## config.mk

```make
export PLATFORM = sky130hd
export DESIGN_NAME = m_axi_reg_master
export DESIGN_NICKNAME = d
export VERILOG_FILES = /design/src/rtl/m_axi_reg_master.sv
export SDC_FILE = /design/constraint.sdc
export NUM_CORES = 1
export LEC_CHECK = 0
export CAP_MARGIN = 20
export CORE_ASPECT_RATIO = 1.4
export CORE_UTILIZATION = 30
export CTS_BUF_LIST = sky130_fd_sc_hd__clkbuf_16
export DETAILED_ROUTE_END_ITERATION = 8
export PLACE_DENSITY = 0.75
export SETUP_SLACK_MARGIN = 0.4
export SLEW_MARGIN = 0
export SYNTH_ARGS = -nofsm -noshare
export SYNTH_HDL_FRONTEND = slang
export SYNTH_SLANG_ARGS = --single-unit
```

## constraint.sdc

```tcl
create_clock -name clk -period 2.4 [get_ports clk]
set_input_delay 0.48 -clock clk [delete_from_list [all_inputs] [get_ports clk]]
set_output_delay 0.48 -clock clk [all_outputs]
set_load 0.05 [all_outputs]
```

## src/rtl/m_axi_reg_master.sv

```systemverilog
// Single-outstanding AXI initiator: turns one command into a single-beat write
// (AW+W then B) or read (AR then R) against the register bank and returns one response.
module m_axi_reg_master #(
  parameter int unsigned BRAM_QUANTITY = 8,
  parameter logic [3:0]  ID_INIT       = 4'h0
) (
  input  logic        clk,
  input  logic        areset,
  input  logic        cmd_valid_i,
  output logic        cmd_ready_o,
  input  logic        cmd_write_i,
  input  logic [31:0] cmd_addr_i,
  input  logic [31:0] cmd_wdata_i,
  input  logic [3:0]  cmd_wstrb_i,
  output logic        rsp_valid_o,
  input  logic        rsp_ready_i,
  output logic        rsp_write_o,
  output logic [31:0] rsp_rdata_o,
  output logic [1:0]  rsp_bresp_o,
  output logic        rsp_err_o,
  output logic [3:0]  awid_o,
  output logic [31:0] awaddr_o,
  output logic        awvalid_o,
  input  logic        awready_i,
  output logic [3:0]  wid_o,
  output logic [31:0] wdata_o,
  output logic [3:0]  wstrb_o,
  output logic        wlast_o,
  output logic        wvalid_o,
  input  logic        wready_i,
  output logic [3:0]  arid_o,
  output logic [31:0] araddr_o,
  output logic        arvalid_o,
  input  logic        arready_i,
  input  logic [3:0]  rid_i,
  input  logic [31:0] rdata_i,
  input  logic [3:0]  rstrb_i,
  input  logic        rlast_i,
  input  logic        rvalid_i,
  output logic        rready_o,
  input  logic [3:0]  bid_i,
  input  logic [1:0]  bresp_i,
  input  logic        bvalid_i,
  output logic        bready_o
);

  typedef enum logic [2:0] {
    IDLE,
    WR_ADDR_DATA,
    WR_RESP,
    RD_ADDR,
    RD_DATA,
    RSP
  } state_t;

  state_t     state;
  logic [3:0] txn_id;
  logic       bus_issued;
  logic       aw_fin;
  logic       w_fin;

  // Single-beat reads carry no strobe and need no last-beat check.
  logic unused_rd_sideband;
  assign unused_rd_sideband = ^{rstrb_i, rlast_i};

  // A channel is finished once its valid has dropped or is handshaking this edge.
  assign aw_fin = ~awvalid_o | awready_i;
  assign w_fin  = ~wvalid_o | wready_i;

  always_ff @(posedge clk) begin
    if (areset) begin
      state       <= IDLE;
      txn_id      <= ID_INIT;
      bus_issued  <= 1'b0;
      cmd_ready_o <= 1'b1;
      rsp_valid_o <= 1'b0;
      rsp_write_o <= 1'b0;
      rsp_rdata_o <= '0;
      rsp_bresp_o <= 2'b00;
      rsp_err_o   <= 1'b0;
      awid_o      <= '0;
      awaddr_o    <= '0;
      awvalid_o   <= 1'b0;
      wid_o       <= '0;
      wdata_o     <= '0;
      wstrb_o     <= '0;
      wlast_o     <= 1'b0;
      wvalid_o    <= 1'b0;
      arid_o      <= '0;
      araddr_o    <= '0;
      arvalid_o   <= 1'b0;
      rready_o    <= 1'b0;
      bready_o    <= 1'b0;
    end else begin
      case (state)
        IDLE: begin
          if (cmd_valid_i) begin
            cmd_ready_o <= 1'b0;
            rsp_write_o <= cmd_write_i;
            rsp_rdata_o <= '0;
            rsp_bresp_o <= 2'b00;
            rsp_err_o   <= 1'b0;
            if (cmd_addr_i >= BRAM_QUANTITY) begin
              // Out-of-range: answer locally, the bus and the ID stay untouched.
              bus_issued  <= 1'b0;
              rsp_err_o   <= 1'b1;
              rsp_bresp_o <= 2'b10;
              rsp_valid_o <= 1'b1;
              state       <= RSP;
            end else if (cmd_write_i) begin
              bus_issued <= 1'b1;
              awid_o     <= txn_id;
              awaddr_o   <= cmd_addr_i;
              awvalid_o  <= 1'b1;
              wid_o      <= txn_id;
              wdata_o    <= cmd_wdata_i;
              wstrb_o    <= cmd_wstrb_i;
              wlast_o    <= 1'b1;
              wvalid_o   <= 1'b1;
              state      <= WR_ADDR_DATA;
            end else begin
              bus_issued <= 1'b1;
              arid_o     <= txn_id;
              araddr_o   <= cmd_addr_i;
              arvalid_o  <= 1'b1;
              state      <= RD_ADDR;
            end
          end
        end
        WR_ADDR_DATA: begin
          if (awready_i) awvalid_o <= 1'b0;
          if (wready_i)  wvalid_o  <= 1'b0;
          if (aw_fin && w_fin) begin
            bready_o <= 1'b1;
            state    <= WR_RESP;
          end
        end
        WR_RESP: begin
          if (bvalid_i) begin
            bready_o    <= 1'b0;
            rsp_bresp_o <= bresp_i;
            rsp_err_o   <= (bid_i != txn_id);
            rsp_valid_o <= 1'b1;
            state       <= RSP;
          end
        end
        RD_ADDR: begin
          if (arready_i) begin
            arvalid_o <= 1'b0;
            rready_o  <= 1'b1;
            state     <= RD_DATA;
          end
        end
        RD_DATA: begin
          if (rvalid_i) begin
            rready_o    <= 1'b0;
            rsp_rdata_o <= rdata_i;
            rsp_err_o   <= (rid_i != txn_id);
            rsp_valid_o <= 1'b1;
            state       <= RSP;
          end
        end
        RSP: begin
          if (rsp_ready_i) begin
            rsp_valid_o <= 1'b0;
            cmd_ready_o <= 1'b1;
            if (bus_issued) txn_id <= txn_id + 4'd1;
            state <= IDLE;
          end
        end
        default: begin
          state       <= IDLE;
          cmd_ready_o <= 1'b1;
        end
      endcase
    end
  end

endmodule

```

==> impl_results.md <==
- Die W: 118.6 microns
- Gate Count Post-Synth: 552
- Fillers: 1,800
- Rel. slew slack: around 63%
- Worst Hold Path EP: araddr_o[20]$_SDFFE_PP0P_
- Drt initial violations: roughly 270
- Hold Path Class: reg2reg
- Max Clk Rate: slightly below 500 MHz
- CTS sink cnt: 160
- CP max FO: 3
- RSZ-0062 raised after global routing: false
- Clk slew on worst S/H paths: 0.06 ns
- Seq/Total Area, Yosys: 56.12%
- Worst setup margin: 0.3698 ns
- Storage cell area: 0.003207 sq mm
- Worst Skew: 0.01567 ns
- Placement Rows: 59
- Synth area leaders: dfxtp_1 (56%), mux2i_1 (9.1%), nor2_1 (6.6%)
- Leak: 4.415 nW
- WP data required: around 2.7 ns
- Synth cell count leaders: dfxtp_1 (160), nor2_1 (101), mux2i_1 (52)
- Worst-margin pin slew: 0.5574 ns
- Initial antenna violation count: 0
- Largest area contributor in the netlist: dfxtp_1
- Largest family of logic cells by synthesized area: simple AND/OR/NAND/NOR gates
- Final setup viols: 0
- CTS Buffer Depth: 2
- Mean area per synthesized cell: 10.34 sq um
- Vias in the first global route: 4,921
- Max-cap viol count: 0
- Area grow syn2layout: 66.20%
- Vias per cell: ~4.5
- Via count: 4,995
- Multiplexer share of the synthesized area: about a tenth
- Clock tree root driver cell: clkbuf_16
- Setup WS pre-CTS: -0.2194 ns
- Hold depth: 1
- Most numerous cell in the Yosys netlist: dfxtp_1
- Synth Warn #: 0
- Post-synth EDFFs: 0
- Multi-input gate area: 0.002364 sq mm
- Worst reg2reg path depth: 7
- Die ar.: ~0.02 sq mm
- Tmin final: 2.030 ns
- Avg WL per Cell: about 16 microns
- Status: finished, final reports clean
- Port bufs: 275
- Tcrit/Tclk final: 84.59%
- CP max stage delay: about 0.45 ns
- FF-to-FF Start: state[1]$_SDFFE_PP0P_
- GRT Total Usage: 17.32%
- Layout cells sized above 1: about an eighth
- I/O pin cnt: 281
- First drt pass iteration count: 4
- Vert. Die Dim: roughly 170 microns
- CTS buffer count: 17
- # hold bufs at CTS: 0
- Xor and xnor area share after synthesis: less than 1%
- Critical Path Source Type: input pin
- Critical Path Start: cmd_addr_i[8]
- Worst Min Path Start: araddr_o[20]$_SDFFE_PP0P_
- R2R Setup Slk: 0.55 ns
- Worst VDD drop: about 0.6 mV
- CTS tree: done
- #FFs+latches synth: 160
- DRT Wirelength: 17,640 microns
- Final core utilization: 51.00%
- CORE AREA: 0.01860 sq mm
- Crit path cell chain: clkdlybuf4s50_1 -> nor4_4 -> nand4_4 -> buf_12 -> buf_4 -> nor4_1 -> a21oi_1 -> o32ai_1
- Synth Net Count: between 600 and 700
- Routed Antenna Nets: 0
- # diodes: 0
- Post-Syn Area: 0.005708 sq mm
- Adder-cell area share of the yosys netlist: 0.2192%
- Largest net degree at the start of global routing: slightly above 40
- Nets@finish: 969
- Main synth FF type: dfxtp_1
- Top cell type's share of synthesized area: 56.12%
- Simple-gate portion of the synthesized area: 20.21%
- End of the worst register-to-register path: araddr_o[1]$_SDFFE_PP0P_
- Dpl cells: 1,057
- Final Slew Violations: 0
- Number of remaining DRC errors: 0
- Fin cells: 1,100
- CTS H-tree lvls: 4
- Placer Congestion: 0.7809
- Count of different cell masters after synthesis: 54
- Async set or reset register ratio after synthesis: 0%
- Starting Density: 30.68%
- Dpl hpwl: 12,210 microns
- Final Hold Fails: 0
- CP Data Arrival Time: 2.35 ns
- CP Capture Type: flop
- Crit path max-delay cell type: clkdlybuf4s50_1
- Global route overflow: 0
- First-pass GRT wire length: between 20,000 and 30,000 microns
- Synth Area in Compound Gates: 8.987%
- Worst skew pair latency: 0.42 ns
- Crit path kind: in2reg
- Pwr/cell area: 760.9 mW/mm^2
## layout make-up
class	instances	share of cell area (%)
clock buffers	17	4.484
clock inverters	15	1.464
inverters	8	0.3165
multi-input cells	345	24.91
flip-flops and latches	160	33.80
well taps	244	3.218
repair buffers	311	31.80
## worst max-delay path by stage
| stage | cells past startpoint | slack (ns) | to |
|---|---|---|---|
| floorplan | 7 | 0.30 | araddr_o[21]$_SDFFE_PP0P_ |
| global route | 8 | 0.29 | state[1]$_SDFFE_PP0P_ |
| detailed placement | 8 | -0.22 | wdata_o[28]$_SDFFE_PP0P_ |
| finish | 8 | 0.37 | state[1]$_SDFFE_PP0P_ |
| CTS | 9 | 0.36 | wdata_o[28]$_SDFFE_PP0P_ |
| global placement | 8 | -0.18 | wdata_o[13]$_SDFFE_PP0P_ |
## cell usage in the layout (no fill, tap or decap), drive strengths merged, types with 2 or more instances in the layout
| cell type | n |
|---|---|
| o21a | 3 |
| dfxtp | 160 |
| dlymetal6s2s | 15 |
| nor3b | 2 |
| nor2 | 105 |
| nand2 | 10 |
| clkinv | 6 |
| nand3 | 3 |
| nand2b | 3 |
| dlygate4sd2 | 166 |
| clkinvlp | 2 |
| and2 | 59 |
| nand4 | 3 |
| a2111oi | 2 |
| inv | 14 |
| or2 | 3 |
| a22oi | 33 |
| nor4 | 8 |
| nor4b | 2 |
| a211oi | 2 |
| xnor2 | 4 |
| nor2b | 6 |
| nand3b | 4 |
| clkdlybuf4s50 | 91 |
| nor3 | 3 |
| a21oi | 13 |
| clkbuf | 18 |
| a31oi | 2 |
| buf | 37 |
| o21ai | 4 |
| mux2 | 2 |
| mux2i | 52 |
| o221ai | 2 |
## state kept, by name, indices dropped and copies added (netlist names), 2 cells and up
name	count
rsp_bresp_o	2
wdata_o	32
wstrb_o	4
state	3
txn_id	4
wid_o	4
araddr_o	32
rsp_rdata_o	32
awaddr_o	32
arid_o	4
## worst max-delay path: cells and delay by family
| family | cells | cell delay (ns) |
|---|---|---|
| AO/OA/AOI/OAI | 2 | 0.36 |
| buffers and inverters | 3 | 0.75 |
| AND/OR/NAND/NOR | 3 | 0.76 |
## per-layer routing
metal	vias to the layer above	global-route usage [%]	part of all wire [%]
met4	0	7.250	2.0
met2	168	30.81	52
met1	2353	19.47	40
li1	2452	-	-
met5	-	0	0
met3	22	4.705	5.7
## stage by stage
step	hold WS (ns)	instance area [sq um]	TNS, ns	power (W)
floorplan	0.4323	5734	0	0.003983
global placement	0.4417	8842	-14.52	0.004684
detailed placement	0.4427	8842	-16.90	0.004699
CTS	0.4546	9384	0	0.007259
global route	0.4657	9487	0	0.007512
finish	0.4534	9487	0	0.007218
## power by group
group / internal (W) / total (W) / switching, W
sequential: 0.00279 / 0.00290 / 0.000114
clock: 0.00144 / 0.00261 / 0.00117
combinational: 0.000677 / 0.00170 / 0.00102
## timing repair
item,4_1_cts,5_1_grt
pin swaps,10,14
cloned,4,0
endpoints found under the setup margin,266,110
buffers inserted,4,3
hold endpoints to repair,0,0
gates resized for setup,182,26
## cells by family after synthesis
kind of cell,Yosys count
AND/OR/NAND/NOR,212
flip-flops,160
AO/OA/AOI/OAI,72
multiplexers,54
buffers and inverters,49
XOR/XNOR,4
adder cells (fa/ha/maj),1
(Power assumes the default switching activity.)
